## src/rtl/led_sequence_controller.sv

```systemverilog
// Timed RED -> GREEN -> BLUE sequencer for an active-low RGB LED.
// Modes: IDLE (LED off), RUN (colour advances every DWELL_TICKS cycles),
// PAUSED (current colour blinks with a BLINK_TICKS half-period).
// Outputs are decoded from registered state, so they follow a pulse by one cycle.
module led_sequence_controller #(
    parameter int DWELL_TICKS = 12_000_000,
    parameter int BLINK_TICKS = 3_000_000
) (
    input  logic       clk,
    input  logic       rst,
    input  logic       run_pulse,
    input  logic       step_pulse,
    output logic [2:0] rgb,
    output logic       running,
    output logic [1:0] color_idx
);

    localparam int DW = ($clog2(DWELL_TICKS) < 1) ? 1 : $clog2(DWELL_TICKS);
    localparam int BW = ($clog2(BLINK_TICKS) < 1) ? 1 : $clog2(BLINK_TICKS);
    localparam logic [DW-1:0] DWELL_LAST = DW'(DWELL_TICKS - 1);
    localparam logic [BW-1:0] BLINK_LAST = BW'(BLINK_TICKS - 1);

    // Active-low drive patterns, bit order {blue, green, red}
    localparam logic [2:0] RGB_RED   = 3'b110;
    localparam logic [2:0] RGB_GREEN = 3'b101;
    localparam logic [2:0] RGB_BLUE  = 3'b011;
    localparam logic [2:0] RGB_OFF   = 3'b111;
    localparam logic [2:0] RGB_ERR   = 3'b000;

    typedef enum logic [1:0] {
        MODE_IDLE   = 2'd0,
        MODE_RUN    = 2'd1,
        MODE_PAUSED = 2'd2
    } mode_t;

    mode_t           mode_q, mode_d;
    logic [1:0]      color_q, color_d;
    logic [DW-1:0]   dwell_q, dwell_d;
    logic [BW-1:0]   blink_q, blink_d;
    logic            blink_on_q, blink_on_d;
    logic [1:0]      color_adv;
    logic [2:0]      color_rgb;

    // Next colour in the cycle; the illegal code 3 recovers to RED
    always_comb begin
        color_adv = 2'd0;
        case (color_q)
            2'd0:    color_adv = 2'd1;
            2'd1:    color_adv = 2'd2;
            default: color_adv = 2'd0;
        endcase
    end

    // Drive pattern for the current colour; code 3 lights everything as an error flag
    always_comb begin
        color_rgb = RGB_ERR;
        case (color_q)
            2'd0:    color_rgb = RGB_RED;
            2'd1:    color_rgb = RGB_GREEN;
            2'd2:    color_rgb = RGB_BLUE;
            default: color_rgb = RGB_ERR;
        endcase
    end

    // State registers with synchronous reset
    always_ff @(posedge clk) begin
        if (rst) begin
            mode_q     <= MODE_IDLE;
            color_q    <= 2'd0;
            dwell_q    <= '0;
            blink_q    <= '0;
            blink_on_q <= 1'b1;
        end else begin
            mode_q     <= mode_d;
            color_q    <= color_d;
            dwell_q    <= dwell_d;
            blink_q    <= blink_d;
            blink_on_q <= blink_on_d;
        end
    end

    // Mode transitions and counter updates; run_pulse always wins over step_pulse
    always_comb begin
        mode_d     = mode_q;
        color_d    = color_q;
        dwell_d    = dwell_q;
        blink_d    = blink_q;
        blink_on_d = blink_on_q;
        case (mode_q)
            MODE_IDLE: begin
                if (run_pulse) begin
                    mode_d  = MODE_RUN;
                    dwell_d = '0;
                end
            end
            MODE_RUN: begin
                if (run_pulse) begin
                    // Dwell count is frozen so resume picks up where it left off
                    mode_d     = MODE_PAUSED;
                    blink_d    = '0;
                    blink_on_d = 1'b1;
                end else if (step_pulse || (dwell_q == DWELL_LAST)) begin
                    // Expiry and step coinciding still advance only once
                    color_d = color_adv;
                    dwell_d = '0;
                end else begin
                    dwell_d = dwell_q + 1'b1;
                end
            end
            MODE_PAUSED: begin
                if (run_pulse) begin
                    mode_d = MODE_RUN;
                end else if (step_pulse) begin
                    // Restart the blink lit so the new colour is visible at once
                    color_d    = color_adv;
                    dwell_d    = '0;
                    blink_d    = '0;
                    blink_on_d = 1'b1;
                end else if (blink_q == BLINK_LAST) begin
                    blink_d    = '0;
                    blink_on_d = ~blink_on_q;
                end else begin
                    blink_d = blink_q + 1'b1;
                end
            end
            default: begin
                mode_d = MODE_IDLE;
            end
        endcase
    end

    // Output decode from registered state
    always_comb begin
        rgb = RGB_OFF;
        case (mode_q)
            MODE_RUN:    rgb = color_rgb;
            MODE_PAUSED: rgb = blink_on_q ? color_rgb : RGB_OFF;
            default:     rgb = RGB_OFF;
        endcase
    end

    assign running   = (mode_q == MODE_RUN);
    assign color_idx = color_q;

endmodule
```

## config.mk

```make
export PLATFORM = sky130hd
export DESIGN_NAME = led_sequence_controller
export DESIGN_NICKNAME = d
export VERILOG_FILES = /design/src/rtl/led_sequence_controller.sv
export SDC_FILE = /design/constraint.sdc
export NUM_CORES = 1
export LEC_CHECK = 0
export BUFFER_PORTS_ARGS = -buffer_cell sky130_fd_sc_hd__buf_2
export CAP_MARGIN = 20
export CORE_MARGIN = 5
export CORE_UTILIZATION = 62
export DETAILED_ROUTE_END_ITERATION = 12
export PLACE_DENSITY = 0.79
export SKIP_LAST_GASP = 1
export SYNTH_ARGS = -nofsm -noshare
export SYNTH_HDL_FRONTEND = slang
export SYNTH_SLANG_ARGS = --single-unit
export TNS_END_PERCENT = 1
```

## constraint.sdc

```tcl
create_clock -name clk -period 2.85 [get_ports clk]
set_input_delay 0.1425 -clock clk [delete_from_list [all_inputs] [get_ports clk]]
set_output_delay 0.1425 -clock clk [all_outputs]
set_load 0.01 [all_outputs]
```

==> results.sh <==
export IMPL_peakVddDrop_mv=0.4053
export IMPL_internal_power_uw=948.6
export IMPL_synth_top_cell_area_share_pct=34.63
export IMPL_worst_ep_required_time_ns=3.00
export IMPL_drt_initial_drc_count=154
export IMPL_synth_edff_count=0
export IMPL_max_stage_delay_ns=0.87
export IMPL_swShare_pct=27.83
export IMPL_slew_headroom_pct=28.07
export IMPL_h_tree_depth=2
export IMPL_rows=25
export IMPL_finalInstanceArea_sq_mm=0.003117
export IMPL_grt_overflow=0
export IMPL_hold_path_class="input port to flip-flop"
export IMPL_core_area_sq_mm=0.004661
export IMPL_fin_cells=424
export IMPL_drv_cap=0
export IMPL_synth_async_reset_ratio_pct=0
export IMPL_comb_power_share_pct=13.4
export IMPL_synth_seq_cells=51
export IMPL_cts_sinks=51
export IMPL_syn_area_sq_mm=0.002948
export IMPL_hold_viol_final=0
export IMPL_cts_repair_resized=0
export IMPL_skew_ns=0.01184
export IMPL_slowest_stage="o21bai_1"
export IMPL_syn_to_final_growth_pct=5.730
export IMPL_pwr_share_seq_pct=55.2
export IMPL_syn_area_per_cell_sq_um=8.166
export IMPL_n_fill_cell=397
export IMPL_ctsLongestPathBuffers=2
export IMPL_timing_final_ws_setup_ns=0.2994
export IMPL_numCtsBuffers=5
export IMPL_diodes=0
export IMPL_min_period_ns=2.551
export IMPL_cts_root_buf="clkbuf_8"
export IMPL_static_leakage_power_uw=0.001063
export IMPL_wl_per_cell_um=14.31
export IMPL_ios=10
export IMPL_tightest_slew_ns=1.077
export IMPL_critPathLaunchType="flip-flop"
export IMPL_grt_pass1_wl_um=11110
export IMPL_ant_nets=0
export IMPL_synthTopCellsByArea="dfxtp_1 (35%), nor2_1 (6.7%), nand4_1 (5.5%), ha_1 (4.7%), xor2_1 (3.6%)"
export IMPL_track_usage_pct=21.60
export IMPL_synth_warnings=0
export IMPL_synth_most_common_cell="nor2_1"
export IMPL_routed_wl_um=6068
export IMPL_hpwl_um=4387
export IMPL_fin_tns_setup_ns=0
export IMPL_critPathArrivalTime_ns=2.70
export IMPL_tritoncts="done"
export IMPL_antenna_found_initial=0
export IMPL_nets=384
export IMPL_clkPwrFrac_pct=31.4
export IMPL_rsz0062_at_grt="no"
export IMPL_pre_cts_ws_ns=0.3594
export IMPL_start_util_pct=63.25
export IMPL_path_class="flip-flop to flip-flop"
export IMPL_setup_viol=0
export IMPL_switching_power_uw=365.9
export IMPL_seq_area_sq_mm=0.001021
export IMPL_die_area_sq_mm=0.006234
export IMPL_path_clk_slew_ns=0.10
export IMPL_synth_nets=376
export IMPL_dr_pass1_iters=4
export IMPL_die_w_um=78.96
export IMPL_viasPerCell=6.078
export IMPL_path_cells="inv_1, ha_1, nor3b_1, nor2_1, o21bai_1, o21ai_0"
export IMPL_drv_slew=0
export IMPL_drcViolationCount=0
export IMPL_grt_pass1_vias=2428
export IMPL_crit_path_max_fanout=15
export IMPL_cts_setup_buffers=0
export IMPL_place_gp_congestion=0.8604
export IMPL_total_power_uw=1314
export IMPL_cts_hold_buf=0
export IMPL_ys_seq_area_share_pct=34.63
export IMPL_place_area_sq_mm=0.003028
export IMPL_clk_latency_ns=0.30
export IMPL_synth_commonest_cells="nor2_1 (53), dfxtp_1 (51), nand4_1 (26)"
export IMPL_synth_cell_types=54
export IMPL_portBuffers=9
export IMPL_dr_total_vias=2577
export IMPL_yosys_area_top_type="dfxtp_1"
export IMPL_grt_max_degree=24
export IMPL_max_freq_mhz=392.1
export IMPL_netlist_instances=361
export IMPL_status="complete, no violations"
export IMPL_dp_cells=416
export IMPL_multiInputGateArea_sq_mm=0.001812
export IMPL_period_share_pct=89.49
export IMPL_power_density_mw_per_mm2=421.7
export IMPL_end_kind="flip-flop"
export IMPL_ys_flop_type="dfxtp_1"
export IMPL_die_y_um=78.96
export IMPL_drive_above_1_share_pct=8.649
-- metrics by stage --
stage | util, % | hold WS [ns]
after CTS | 66.87 | 0.1988
after global placement | 64.97 | 0.4759
after floorplan | - | 0.3330
after global routing | 66.87 | 0.2442
final | 66.87 | 0.2162
after detailed placement | 64.97 | 0.4873
-- layout make-up --
| type | count | share of cell area (%) |
|---|---|---|
| Clock buffer | 5 | 2.208 |
| Sequential cell | 51 | 32.76 |
| Inverter | 16 | 1.927 |
| Timing Repair Buffer | 12 | 2.168 |
| Clock inverter | 3 | 0.6423 |
| Tap cell | 54 | 2.168 |
| Multi-Input combinational cell | 283 | 58.13 |
-- routing by layer --
layer | wire, um | global-route usage, % | vias up | part of all wire [%]
met4 | 43 | 4.467 | 0 | 0.71
met2 | 2625 | 34.13 | 53 | 43
met3 | 269 | 3.628 | 4 | 4.4
met1 | 3130 | 31.13 | 1203 | 52
met5 | 0 | 0 | - | 0
li1 | - | - | 1317 | -
-- logic make-up after synthesis --
family                     share of synthesized area (%)
AOI/OAI and AO/OA                                  15.87
xor gates and xnor gates                           6.536
buffers and inverters                              3.905
adders and majority gates                          4.669
muxes                                              1.401
and+or+nand+nor                                    32.98
DFF                                                34.64
-- final timing paths --
path / start / endpoint / slack (ns) / cells past startpoint
worst max-delay path: mode_q[0] / blink_q[15] / 0.30 / 6
worst min register to register: blink_q[21] / blink_q[21] / 0.50 / 2
worst min-delay path: step_pulse / dwell_q[12] / 0.22 / 4
worst max register to register: mode_q[0] / blink_q[15] / 0.30 / 6
-- registers in the layout (all words and copies together), names as in the netlist --
name / cells
blink_on_q: 1
blink_q: 22
color_idx: 2
dwell_q: 24
mode_q: 2
-- cell usage in the layout, fill, tap and decap left out, drive strengths merged, types with 8 or more instances in the layout --
cell type  instances
a21oi             14
a31oi             10
and3               9
buf               12
dfxtp             51
ha                11
inv               16
nand2             24
nand2b             9
nand3             12
nand4             26
nor2              53
nor3               8
o21ai             19
xnor2             10
xor2              12
-- power by group through the flow --
stage               clock, uW  sequential [uW]  combinational [uW]
finish                    413              725                 177
CTS                       425              725                 178
detailed placement          0              742                 176
global placement            0              741                 174
global route              456              727                 199
floorplan                   0              741                 134
-- worst max-delay path, delay by kind of cell, from the launching register on --
kind / cells / cell delay, ns
compound gates: 2 / 1.07
simple gates: 2 / 0.51
fa+ha+maj: 1 / 0.38
flops: 1 / 0.34
buf+inv: 1 / 0.10
(Power assumes the default switching activity.)
